### config.mk
export PLATFORM = sky130hd
export DESIGN_NAME = async_hs_rx_flat
export DESIGN_NICKNAME = d
export VERILOG_FILES = /design/src/rtl/async_pipe_pkg.sv /design/src/rtl/async_hs_rx_if.sv /design/src/rtl/sync_nff.sv /design/src/rtl/async_hs_rx.sv /design/src/flat_wrapper.sv
export SDC_FILE = /design/constraint.sdc
export NUM_CORES = 1
export LEC_CHECK = 0
export CELL_PAD_IN_SITES_DETAIL_PLACEMENT = 1
export CELL_PAD_IN_SITES_GLOBAL_PLACEMENT = 2
export CORE_MARGIN = 2
export CORE_UTILIZATION = 30
export CTS_CLUSTER_DIAMETER = 200
export DETAILED_ROUTE_END_ITERATION = 6
export GPL_TIMING_DRIVEN = 0
export PLACE_DENSITY = 0.64
export SYNTH_ARGS = -nofsm -noshare
export SYNTH_HDL_FRONTEND = slang
export SYNTH_SLANG_ARGS = --single-unit
### constraint.sdc
create_clock -name clk -period 3.2 [get_ports clk]
set_input_delay 0.64 -clock clk [delete_from_list [all_inputs] [get_ports clk]]
set_output_delay 0.64 -clock clk [all_outputs]
set_load 0.005 [all_outputs]
### src/rtl/async_pipe_pkg.sv
// async_pipe_pkg: shared FSM encodings, default width and clog2 helper for the async-pipeline blocks
package async_pipe_pkg;
    localparam logic [1:0] ST_IDLE    = 2'd0;
    localparam logic [1:0] ST_ACK_HI  = 2'd1;
    localparam logic [1:0] ST_WAIT_LO = 2'd2;
    localparam int DEFAULT_DATA_W = 8;
    function automatic int clog2(input int v);
        int r;
        r = 0;
        while ((1 << r) < v) r++;
        return r;
    endfunction
endpackage

### src/rtl/async_hs_rx_if.sv
// async_hs_rx_if: 4-phase bundled-data input plus valid/ready output stream of the async receiver
//   req_in/data_in/ack_out : 4-phase handshake with the pipeline tail
//   out_valid/out_data/out_ready : synchronous stream from the FIFO head
//   fifo_level : FIFO occupancy
//   modport slave = receiver view, modport master = pipeline/sink view
interface async_hs_rx_if import async_pipe_pkg::*; #(
    parameter int DATA_W     = DEFAULT_DATA_W,
    parameter int FIFO_DEPTH = 4
);
    localparam int LVL_W = clog2(FIFO_DEPTH) + 1;
    logic              req_in;
    logic [DATA_W-1:0] data_in;
    logic              ack_out;
    logic              out_valid;
    logic [DATA_W-1:0] out_data;
    logic              out_ready;
    logic [LVL_W-1:0]  fifo_level;
    modport slave  (input  req_in, data_in, out_ready, output ack_out, out_valid, out_data, fifo_level);
    modport master (output req_in, data_in, out_ready, input  ack_out, out_valid, out_data, fifo_level);
endinterface

### src/rtl/sync_nff.sv
// sync_nff: STAGES-deep flop chain synchronizer, async active-low reset to 0
//   clk, rst_n : clock and reset
//   d : asynchronous input, q : synchronized output
module sync_nff #(
    parameter int STAGES = 2
) (
    input  logic clk,
    input  logic rst_n,
    input  logic d,
    output logic q
);
    logic [STAGES-1:0] sync_q, sync_d;
    always_comb sync_d = {sync_q[STAGES-2:0], d};
    always_ff @(posedge clk or negedge rst_n)
        if (!rst_n) sync_q <= '0;
        else        sync_q <= sync_d;
    assign q = sync_q[STAGES-1];
endmodule

### src/rtl/async_hs_rx.sv
// async_hs_rx: clocked receiver turning 4-phase bundled-data transfers into a FIFO-buffered valid/ready stream
//   clk, rst_n : system clock, async active-low reset
//   bus (slave) : req_in/data_in/ack_out handshake, out_valid/out_data/out_ready stream, fifo_level
//   ASYNC_HS_RX_CNT_EN adds rx_count (saturating write count) and stall_flag (req pending on full FIFO)
module async_hs_rx import async_pipe_pkg::*; #(
    parameter int DATA_W      = DEFAULT_DATA_W,
    parameter int SYNC_STAGES = 2,
    parameter int FIFO_DEPTH  = 4
) (
    input  logic         clk,
    input  logic         rst_n,
    async_hs_rx_if.slave bus
`ifdef ASYNC_HS_RX_CNT_EN
    ,
    output logic [15:0]  rx_count,
    output logic         stall_flag
`endif
);
    localparam int AW = clog2(FIFO_DEPTH);
    logic              req_s;
    logic [1:0]        state_q, state_d;
    logic              ack_q, ack_d;
    logic [AW:0]       wr_ptr_q, wr_ptr_d, rd_ptr_q, rd_ptr_d;
    logic [DATA_W-1:0] mem_q [FIFO_DEPTH];
    logic              full, empty, push, pop;

    sync_nff #(.STAGES(SYNC_STAGES)) u_sync (.clk(clk), .rst_n(rst_n), .d(bus.req_in), .q(req_s));

    always_comb begin
        empty    = wr_ptr_q == rd_ptr_q;
        full     = (wr_ptr_q[AW] != rd_ptr_q[AW]) && (wr_ptr_q[AW-1:0] == rd_ptr_q[AW-1:0]);
        push     = (state_q == ST_IDLE) && req_s && !full;
        pop      = !empty && bus.out_ready;
        state_d  = push                               ? ST_ACK_HI  :
                   (state_q == ST_ACK_HI && !req_s)   ? ST_WAIT_LO :
                   (state_q == ST_WAIT_LO)            ? ST_IDLE    : state_q;
        ack_d    = state_d == ST_ACK_HI;
        wr_ptr_d = wr_ptr_q + {{AW{1'b0}}, push};
        rd_ptr_d = rd_ptr_q + {{AW{1'b0}}, pop};
    end

    always_ff @(posedge clk or negedge rst_n)
        if (!rst_n) begin
            state_q  <= ST_IDLE;
            ack_q    <= 1'b0;
            wr_ptr_q <= '0;
            rd_ptr_q <= '0;
        end else begin
            state_q  <= state_d;
            ack_q    <= ack_d;
            wr_ptr_q <= wr_ptr_d;
            rd_ptr_q <= rd_ptr_d;
        end

    // Storage needs no reset: contents are only visible through out_valid.
    always_ff @(posedge clk)
        if (push) mem_q[wr_ptr_q[AW-1:0]] <= bus.data_in;

    assign bus.ack_out    = ack_q;
    assign bus.out_valid  = !empty;
    assign bus.out_data   = mem_q[rd_ptr_q[AW-1:0]];
    assign bus.fifo_level = wr_ptr_q - rd_ptr_q;

`ifdef ASYNC_HS_RX_CNT_EN
    logic [15:0] rx_count_q, rx_count_d;
    always_comb rx_count_d = (push && rx_count_q != 16'hFFFF) ? rx_count_q + 16'd1 : rx_count_q;
    always_ff @(posedge clk or negedge rst_n)
        if (!rst_n) rx_count_q <= '0;
        else        rx_count_q <= rx_count_d;
    assign rx_count   = rx_count_q;
    assign stall_flag = (state_q == ST_IDLE) && req_s && full;
`endif
endmodule

### src/flat_wrapper.sv
// flat-port wrapper written by rule: the top's interface ports become plain ports
module async_hs_rx_flat import async_pipe_pkg::*;
#(
    parameter int DATA_W      = DEFAULT_DATA_W,
    parameter int SYNC_STAGES = 2,
    parameter int FIFO_DEPTH  = 4
)
  (clk, rst_n, bus_req_in, bus_data_in, bus_out_ready, bus_ack_out, bus_out_valid, bus_out_data, bus_fifo_level);
  async_hs_rx_if #(.DATA_W(DATA_W), .FIFO_DEPTH(FIFO_DEPTH)) bus_i ();
  input  logic clk;
  input  logic rst_n;
  input wire logic [$bits(bus_i.req_in)-1:0] bus_req_in;
  input wire logic [$bits(bus_i.data_in)-1:0] bus_data_in;
  input wire logic [$bits(bus_i.out_ready)-1:0] bus_out_ready;
  output wire logic [$bits(bus_i.ack_out)-1:0] bus_ack_out;
  output wire logic [$bits(bus_i.out_valid)-1:0] bus_out_valid;
  output wire logic [$bits(bus_i.out_data)-1:0] bus_out_data;
  output wire logic [$bits(bus_i.fifo_level)-1:0] bus_fifo_level;
  assign bus_i.req_in = bus_req_in;
  assign bus_i.data_in = bus_data_in;
  assign bus_i.out_ready = bus_out_ready;
  assign bus_ack_out = bus_i.ack_out;
  assign bus_out_valid = bus_i.out_valid;
  assign bus_out_data = bus_i.out_data;
  assign bus_fifo_level = bus_i.fifo_level;
  async_hs_rx #(.DATA_W(DATA_W), .SYNC_STAGES(SYNC_STAGES), .FIFO_DEPTH(FIFO_DEPTH)) u_core (.clk(clk), .rst_n(rst_n), .bus(bus_i));
endmodule
Yosys cells after proc, flatten, opt, wreduce, memory -nomap -nowiden
Memories as Yosys holds them, arrays and structs flattened.
Cells that the tools add are included.
Cells by class
  add/subtract/negate cells: 3
  equality and inequality tests: 6
  mux-type cells: 5
  reductions and logical operators: 9
Operators with widths (count)
  3-bit by 1-bit adder with 3-bit output: 2
  2-bit 2-to-1 mux: 3
  1-bit logical AND: 5
  2-bit by 1-bit equality test with 1-bit output, second input constant: 2
  3-bit equality test: 1
  1-bit logical NOT: 3
  3-bit subtractor: 1
  2-bit equality test: 1
  2-bit equality test, second input constant: 1
  2-bit logical NOT: 1
  1-bit 2-to-1 mux: 2
  1-bit != test: 1
Word-level totals
  bits in registers: 11
  RAM bits: 32
  output and inout bits: 13
  word-level logic and storage cells: 29
  memories kept: 1
Memory list
  u_core.mem_q: words 4, bits a word 8, rd ports 1, clocked after Yosys merged registers in 0, write ports 1, line async_hs_rx.sv:24  | logic [DATA_W-1:0] mem_q [FIFO_DEPTH];

Longest topological paths before layout
Gate-level depths: netlist (run 1).
  depth after elaboration: 6
  mapped depth: 8
  mapped depth without buffers: 7

Modules after synthesis
From an unflattened synthesis (run 1), not the netlist that was laid out.
Second synthesis, totals
  cell total of the unflattened synthesis: 86
  area, all modules: 1709.1 µm²
By module, submodules not included
  async_hs_rx: times used 1, cells an instance 84, area an instance 1659.1 µm²
  sync_nff: times used 1, cells an instance 2, area an instance 50.0 µm²

Worst setup path before layout (run 1)
Ideal clock, no wire load.
  kind: flip-flop to flip-flop
  start: register u_core.rd_ptr_q[1]
  end: memory u_core.mem_q[0][0] (netlist bit), enable pin
  data arrival time: 1943 ps
  required time: 2811 ps
  setup slack: 868 ps
  cell stages (with the launch flop): 5
  buffers on the path: 1
  period minus slack after synthesis: 2332 ps
  cells stage by stage: dfrtp_1 -> clkbuf_1 -> inv_1 -> ha_1 -> a311oi_1
Between the ends
  word-level cells in the longest chain between the ends: 6
Ends and longest elaborated chain
  start: declaration: line async_hs_rx.sv:23  | logic [AW:0] wr_ptr_q, wr_ptr_d, rd_ptr_q, rd_ptr_d;
  start signal: assignment: line async_hs_rx.sv:52  | rd_ptr_q <= rd_ptr_d;
  2-bit equality test: line async_hs_rx.sv:31  | full = (wr_ptr_q[AW] != rd_ptr_q[AW]) && (wr_ptr_q[AW-1:0] == rd_ptr_q[AW-1:0]);
  1-bit logical AND: line async_hs_rx.sv:31
  1-bit logical NOT: line async_hs_rx.sv:32  | push = (state_q == ST_IDLE) && req_s && !full;
  1-bit logical AND: line async_hs_rx.sv:32
  1-bit 2-to-1 mux: line async_hs_rx.sv:57  | if (push) mem_q[wr_ptr_q[AW-1:0]] <= bus.data_in;
  1-bit 2-to-1 mux (implied by the code): line async_hs_rx.sv:57
  end: declaration: line async_hs_rx.sv:24
No other way between the ends.

Worst setup path after layout (run 1)
  start: register u_core.rd_ptr_q[1]
  end: output bus_out_valid
Between the ends
  word-level cells in the longest chain between the ends: 2
Ends and longest elaborated chain
  3-bit equality test: line async_hs_rx.sv:30  | empty = wr_ptr_q == rd_ptr_q;
  1-bit logical NOT: line async_hs_rx.sv:60  | assign bus.out_valid = !empty;
  end: declaration: line flat_wrapper.sv:16  | output wire logic [$bits(bus_i.out_valid)-1:0] bus_out_valid;
No other way between the ends.

==> flow_metrics.py, run 1 <==
metrics = {
    "placed_design": {
        "port-buffer-count": 24,
        "place.gp.congestion": 0.692,
        "dpl.hpwl_mm": 2.02,
    },
    "cts": {
        "cts_sinks": 43,
        "h-tree-depth": 2,
        "cts_tree": "yes",
        "cts_buffers": 5,
        "cts_max_path_buffers": 2,
        "root_buffer": "clkbuf_8",
        "path_clk_slew_ns": 0.07,
        "ctsHoldBuffers": 0,
        "clkLatencyLatePin_ns": 0.29,
    },
    "timing": {
        "worst_pin_slew_ns": 0.910,
        "clock_skew_ns": 0.00819,
        "setup_viol_count_final": 0,
        "timing.hold.ws_ns": 0.354,
        "min_period_over_period_pct": 93.4,
        "timing.final.crit_period_ns": 2.99,
        "rsz0062_at_grt": "no",
        "maxSlewViolCount": 0,
        "fmax_mhz": 335,
        "slew-limit-headroom_pct": 39.4,
        "finalHoldViolations": 0,
    },
    "floorplanning": {
        "initial_core_util_pct": 31.0,
        "io_pins": 25,
        "die_h_um": 79.5,
        "die_w_um": 79.5,
        "dieArea_um2": 6320,
        "rows": 27,
        "core_um2": 5510,
    },
    "layout": {
        "fin_nets": 136,
        "layout-drive-gt1-share_pct": 18.6,
        "diodes": 0,
        "final_util_pct": 39.0,
        "area_growth_pct": 25.6,
    },
    "critical_path": {
        "crit_path_cell_trace": "buf_2, inv_1, ha_1, nand2_1, or2_2, clkdlybuf4s50_1",
        "startpoint_type": "register",
        "crit_slowest_cell": "ha_1",
        "critPathRequiredTime_ns": 2.56,
        "end_kind": "primary output",
        "path_max_fanout": 9,
        "startpoint": "u_core.rd_ptr_q[1]$_DFF_PN0_",
        "max_stage_delay_ns": 0.45,
        "reg2reg_from": "u_core.rd_ptr_q[1]$_DFF_PN0_",
        "crit_arrival_ns": 2.35,
        "critPathKind": "reg -> out",
    },
    "synthesis": {
        "synth-seq-area-share_pct": 72.3,
        "syn_inst": 86,
        "yosysWarnings": 0,
        "yosys.cell_types.count": 21,
        "syn_nets": 105,
        "ys_seq_elements": 43,
        "syn_area_um2": 1710,
        "syn_area_per_cell_um2": 19.9,
    },
    "global_routing": {
        "grt_overflow": 0,
        "grt_pass1_vias": 943,
        "grt_start_max_net_pins": 14,
        "met1_usage_pct": 13.3,
        "grt_usage_pct": 10.5,
        "grt_pass1_wl_mm": 4.93,
        "top_usage_layer": "met2",
        "gr-usage-met2_pct": 17.1,
        "met3_usage_pct": 3.28,
        "grt_antenna_before_repair": 0,
    },
    "detailed_routing": {
        "wl_mm": 2.94,
        "drtIter0Drc": 57,
        "drt_first_pass_iters": 4,
        "ant_nets": 0,
        "via_per_inst": 4.49,
        "wl_per_cell_um": 15.4,
        "vias": 854,
        "drcViolationCount": 0,
    },
    "power_and_ir_drop": {
        "p_leak_uw": 0.000759,
        "p_per_area_nw_per_um2": 912,
        "ir_drop_uv": 445,
    },
    "job": {
        "cap_violations": 0,
    },
    "min_path": {
        "hold_path_class": "reg -> reg",
        "min-delay-start": "u_core.u_sync.sync_q[0]$_DFF_PN0_",
    },
    "status": {
        "status": "finished, final reports clean",
    },
}
-- what timing repair did --
action	4_1_cts	5_1_grt
setup buffers	0	0
cloned	0	0
setup endpoints to repair	1	1
gates resized for setup	1	1
pin swaps	0	0
hold endpoints to repair	0	0
-- flip-flops by register name, indices dropped and copies added, names as in the netlist --
register and flops:
u_core.rd_ptr_q 3, u_core.wr_ptr_q 3, u_core.mem_q 32, u_core.state_q 2, u_core.bus.ack_out 1, u_core.u_sync.sync_q 2
-- layout make-up --
cell class,count,area (µm²)
Buffer,3,13.8
Clock buffer,6,72.6
Clock inverter,2,8.76
Fill cell,538,3360
Inverter,5,18.8
Multi-Input combinational cell,35,467
Sequential cell,43,1240
Tap cell,72,90.1
Timing Repair Buffer,24,240
-- synthesized netlist by cell type --
| library cell | instances | area, µm² |
|---|---|---|
| xor2_1 | 3 | 26.3 |
| nand2b_1 | 1 | 6.26 |
| edfxtp_1 | 32 | 961 |
| clkbuf_1 | 2 | 7.51 |
| or4b_1 | 1 | 10.0 |
| nand2_1 | 1 | 3.75 |
| buf_2 | 1 | 5.00 |
| inv_1 | 5 | 18.8 |
| and3b_1 | 1 | 8.76 |
| a21oi_1 | 2 | 10.0 |
| mux4_2 | 8 | 180 |
| or2_2 | 1 | 6.26 |
| a311oi_1 | 5 | 43.8 |
| and2_1 | 1 | 6.26 |
| xor2_2 | 1 | 16.3 |
| dfrtp_1 | 11 | 275 |
| o21a_1 | 1 | 7.51 |
| mux2i_1 | 1 | 10.0 |
| ha_1 | 6 | 75.1 |
| nand4bb_1 | 1 | 11.3 |
| fa_1 | 1 | 20.0 |
-- cells by family (layout without fill, tap and decap cells) --
| logic type | after synthesis | count (layout) | synth area share, % |
|---|---|---|---|
| flip-flops | 43 | 43 | 72.3 |
| multiplexers | 9 | 9 | 11.1 |
| AO/OA/AOI/OAI | 8 | 8 | 3.59 |
| buffers and inverters | 8 | 40 | 1.83 |
| adder cells (fa/ha/maj) | 7 | 7 | 5.56 |
| AND/OR/NAND/NOR | 7 | 7 | 3.08 |
| XOR/XNOR | 4 | 4 | 2.49 |
-- stage by stage --
stage | std cells | TNS [ns] | setup WS, ns | area (µm²) | power (µW)
floorplan | 86 | 0 | 0.868 | 1710 | 1230
global placement | 182 | -1.18 | -0.0579 | 2040 | 1620
detailed placement | 182 | 0 | 0.237 | 2060 | 1670
CTS | 190 | 0 | 0.143 | 2150 | 2000
global route | 190 | 0 | 0.0142 | 2150 | 2100
finish | 190 | 0 | 0.212 | 2150 | 1960
-- layout by cell type (no fill, tap or decap), types with 2 or more instances in the layout --
| cell | count |
|---|---|
| xor2_1 | 3 |
| a311oi_2 | 4 |
| dfrtp_1 | 11 |
| edfxtp_1 | 32 |
| clkbuf_1 | 2 |
| ha_1 | 6 |
| a21oi_1 | 2 |
| inv_1 | 5 |
| mux4_2 | 8 |
| buf_2 | 2 |
| clkbuf_8 | 5 |
| clkdlybuf4s50_1 | 24 |
-- report_power, final --
part,internal (µW),switching (µW),total (µW)
logic,457,384,841
clock network,150,172,322
registers,720,74.6,794
-- final timing paths --
check | depth (start not counted) | end | slack [ns]
max in group asynchronous | 1 | u_core.wr_ptr_q[0]$_DFF_PN0_ | 2.16
max reg2reg | 4 | u_core.mem_q[2][4]$_DFFE_PP_ | 0.81
max | 6 | bus_out_valid | 0.21
min | 0 | u_core.u_sync.sync_q[1]$_DFF_PN0_ | 0.35
min in group asynchronous | 1 | u_core.wr_ptr_q[2]$_DFF_PN0_ | 0.69
min reg2reg | 0 | u_core.u_sync.sync_q[1]$_DFF_PN0_ | 0.35
-- routing by layer --
| metal | wire, µm | part of all wire (%) |
|---|---|---|
| met5 | 0 | 0 |
| met4 | 28 | 0.95 |
| met3 | 162 | 5.5 |
| met2 | 1390 | 47 |
| met1 | 1360 | 46 |
-- worst max-delay path, delay by kind of cell (launching register included) --
| kind | cells | cell delay [ns] |
|---|---|---|
| flops | 1 | 0.40 |
| simple gates | 2 | 0.40 |
| buf+inv | 3 | 0.81 |
| fa+ha+maj | 1 | 0.45 |
No activity file was read; power rests on OpenSTA's default activity.
==> inputs of run 2 (changes only) <==
--- a/config.mk
+++ b/config.mk
@@ -5,6 +5,7 @@
 export SDC_FILE = /design/constraint.sdc
 export NUM_CORES = 1
 export LEC_CHECK = 0
+export ABC_CLOCK_PERIOD_IN_PS = 3200
 export CELL_PAD_IN_SITES_DETAIL_PLACEMENT = 1
 export CELL_PAD_IN_SITES_GLOBAL_PLACEMENT = 2
 export CORE_MARGIN = 2
==> results of run 2 <==
Final layout, timing and power as in run 1 (identical DEF).
==> inputs of run 3 (changes only) <==
--- a/config.mk
+++ b/config.mk
@@ -8,12 +8,14 @@
 export ABC_CLOCK_PERIOD_IN_PS = 3200
 export CELL_PAD_IN_SITES_DETAIL_PLACEMENT = 1
 export CELL_PAD_IN_SITES_GLOBAL_PLACEMENT = 2
+export CORE_ASPECT_RATIO = 0.5
 export CORE_MARGIN = 2
 export CORE_UTILIZATION = 30
 export CTS_CLUSTER_DIAMETER = 200
 export DETAILED_ROUTE_END_ITERATION = 6
 export GPL_TIMING_DRIVEN = 0
 export PLACE_DENSITY = 0.64
+export RECOVER_POWER = 100
 export SYNTH_ARGS = -nofsm -noshare
 export SYNTH_HDL_FRONTEND = slang
 export SYNTH_SLANG_ARGS = --single-unit
==> run 3 against run 2 <==
Clock skew fell by 0.0048 ns. Worst setup slack got worse by 0.0037 ns. Clock power up 48%. Wire length is 2.8% lower. Core utilization rose by 1.2 points. Global-route usage decreased by 0.48 points. Worst hold slack got worse by 0.0040 ns. Fmax shrank 0.12%.
==> flow_metrics.py, run 3 (synthesized netlist as in run 1, its figures left out) <==
metrics = {
    "status": {
        "status": "finished, final reports clean",
    },
    "layout": {
        "finalNonFillerCells": 191,
        "area_growth_pct": 29.2,
        "fillers": 542,
        "finalInstanceArea_um2": 2210,
        "layout-drive-gt1-share_pct": 19.5,
        "final_common_cell": "edfxtp_1",
        "multiInputGateArea_um2": 467,
        "largest_reg_flops": 32,
        "fin_nets": 136,
        "seqCellArea_um2": 1240,
        "diodes": 0,
        "final_cell_mix": "edfxtp_1, dlygate4sd3_1, dfrtp_1, mux4_2, ha_1",
        "final_util_pct": 40.2,
    },
    "cts": {
        "cts_sinks": 43,
        "cts_buffers": 5,
        "clkLatencyLatePin_ns": 0.28,
        "h-tree-depth": 2,
        "ctsHoldBuffers": 0,
        "root_buffer": "clkbuf_16",
        "cts_resized": 1,
        "cts_max_path_buffers": 2,
        "cts_tree": "yes",
        "path_clk_slew_ns": 0.06,
        "post_cts.repair.setup_buffers": 0,
    },
    "placed_design": {
        "placed_cells": 183,
        "place.gp.congestion": 0.695,
        "dpl_cell_area_um2": 2070,
        "dpl.hpwl_mm": 1.96,
        "port-buffer-count": 24,
    },
    "power_and_ir_drop": {
        "ir_drop_uv": 265,
        "p_per_area_nw_per_um2": 931,
        "p_leak_uw": 0.000790,
    },
    "timing": {
        "timing.final.crit_period_ns": 2.99,
        "timing.hold.ws_ns": 0.350,
        "finalHoldViolations": 0,
        "fmax_mhz": 334,
        "setup_viol_count_final": 0,
        "rsz0062_at_grt": "no",
        "fin_tns_setup_ns": 0,
        "clock_skew_ns": 0.00339,
        "slew-limit-headroom_pct": 41.8,
        "maxSlewViolCount": 0,
        "min_period_over_period_pct": 93.5,
        "worst_pin_slew_ns": 0.873,
    },
    "floorplanning": {
        "dieArea_um2": 6350,
        "core_um2": 5490,
        "io_pins": 25,
        "die_h_um": 57.4,
        "die_w_um": 111,
        "initial_core_util_pct": 31.1,
        "rows": 19,
    },
    "detailed_routing": {
        "wl_per_cell_um": 14.9,
        "vias": 852,
        "wl_mm": 2.85,
        "drtIter0Drc": 56,
        "via_per_inst": 4.46,
        "drt_first_pass_iters": 4,
        "ant_nets": 0,
        "drcViolationCount": 0,
    },
    "min_path": {
        "hold_path_class": "reg -> reg",
    },
    "critical_path": {
        "path_max_fanout": 9,
        "critPathKind": "reg -> out",
        "critPathRequiredTime_ns": 2.56,
        "crit_arrival_ns": 2.35,
        "startpoint_type": "register",
        "end_kind": "primary output",
    },
    "global_routing": {
        "grt_overflow": 0,
        "grt_pass1_vias": 876,
        "grt_start_max_net_pins": 14,
        "grt_pass1_wl_mm": 4.71,
        "grt_usage_pct": 9.99,
        "grt_antenna_before_repair": 0,
    },
    "job": {
        "cap_violations": 0,
    },
}
run 3: cell count changes in the layout (fill, tap and decap cells not counted):
cell / delta
and2_1: -1
clkbuf_8: -5
clkbuf_2: +2
and2_0: +1
clkbuf_16: +5
clkinvlp_4: +1
clkinv_1: -1
buf_2: -2
dlygate4sd3_1: +21
clkdlybuf4s50_1: -21
run 3: final timing paths:
kind / from / to / slack, ns / depth (start not counted)
worst max-delay path: u_core.rd_ptr_q[1]$_DFF_PN0_ / bus_out_valid / 0.21 / 6
worst min-delay path: u_core.u_sync.sync_q[0]$_DFF_PN0_ / u_core.u_sync.sync_q[1]$_DFF_PN0_ / 0.35 / 0
worst max register to register: u_core.rd_ptr_q[1]$_DFF_PN0_ / u_core.mem_q[1][0]$_DFFE_PP_ / 0.81 / 4
worst min register to register: u_core.u_sync.sync_q[0]$_DFF_PN0_ / u_core.u_sync.sync_q[1]$_DFF_PN0_ / 0.35 / 0
max in group asynchronous: rst_n / u_core.state_q[1]$_DFF_PN0_ / 2.10 / 1
min in group asynchronous: rst_n / u_core.u_sync.sync_q[0]$_DFF_PN0_ / 0.76 / 1
run 3: metrics by stage:
step / setup WS [ns] / power [µW]
6_report: 0.209 / 2060
5_1_grt: 0.0439 / 2200
4_1_cts: 0.143 / 2150
3_5_place_dp: 0.221 / 1670
3_3_place_gp: -0.0495 / 1610
2_1_floorplan: 0.868 / 1230
run 3: metal layers:
metal,routed length [µm],part of all wire [%],vias up,GRT usage [%]
met2,1340,47,22,14.3
met5,0,0,-,0
met1,1380,48,431,13.9
met3,115,4.0,2,3.93
li1,-,-,397,-
met4,14,0.49,0,3.75
run 3: where the power goes:
part	switching [µW]	total [µW]	internal [µW]
clock network	189	476	287
registers	72.9	794	721
logic	375	786	411
total	637	2060	1420
run 3: worst max-delay path, cell delays in order, from the launching register on:
cell	delay [ns]
dfrtp_1	0.40
clkbuf_2	0.31
inv_1	0.08
ha_1	0.45
nand2_1	0.10
or2_2	0.29
clkdlybuf4s50_1	0.44
run 3: cell type report:
type / instances / area share, %
clock inverters: 2 / 0.567
well taps: 73 / 4.14
plain buffers: 3 / 0.623
inverters: 5 / 0.850
clock buffers: 6 / 5.84
repair buffers: 24 / 10.9
multi-input cells: 35 / 21.1
flip-flops and latches: 43 / 56.0
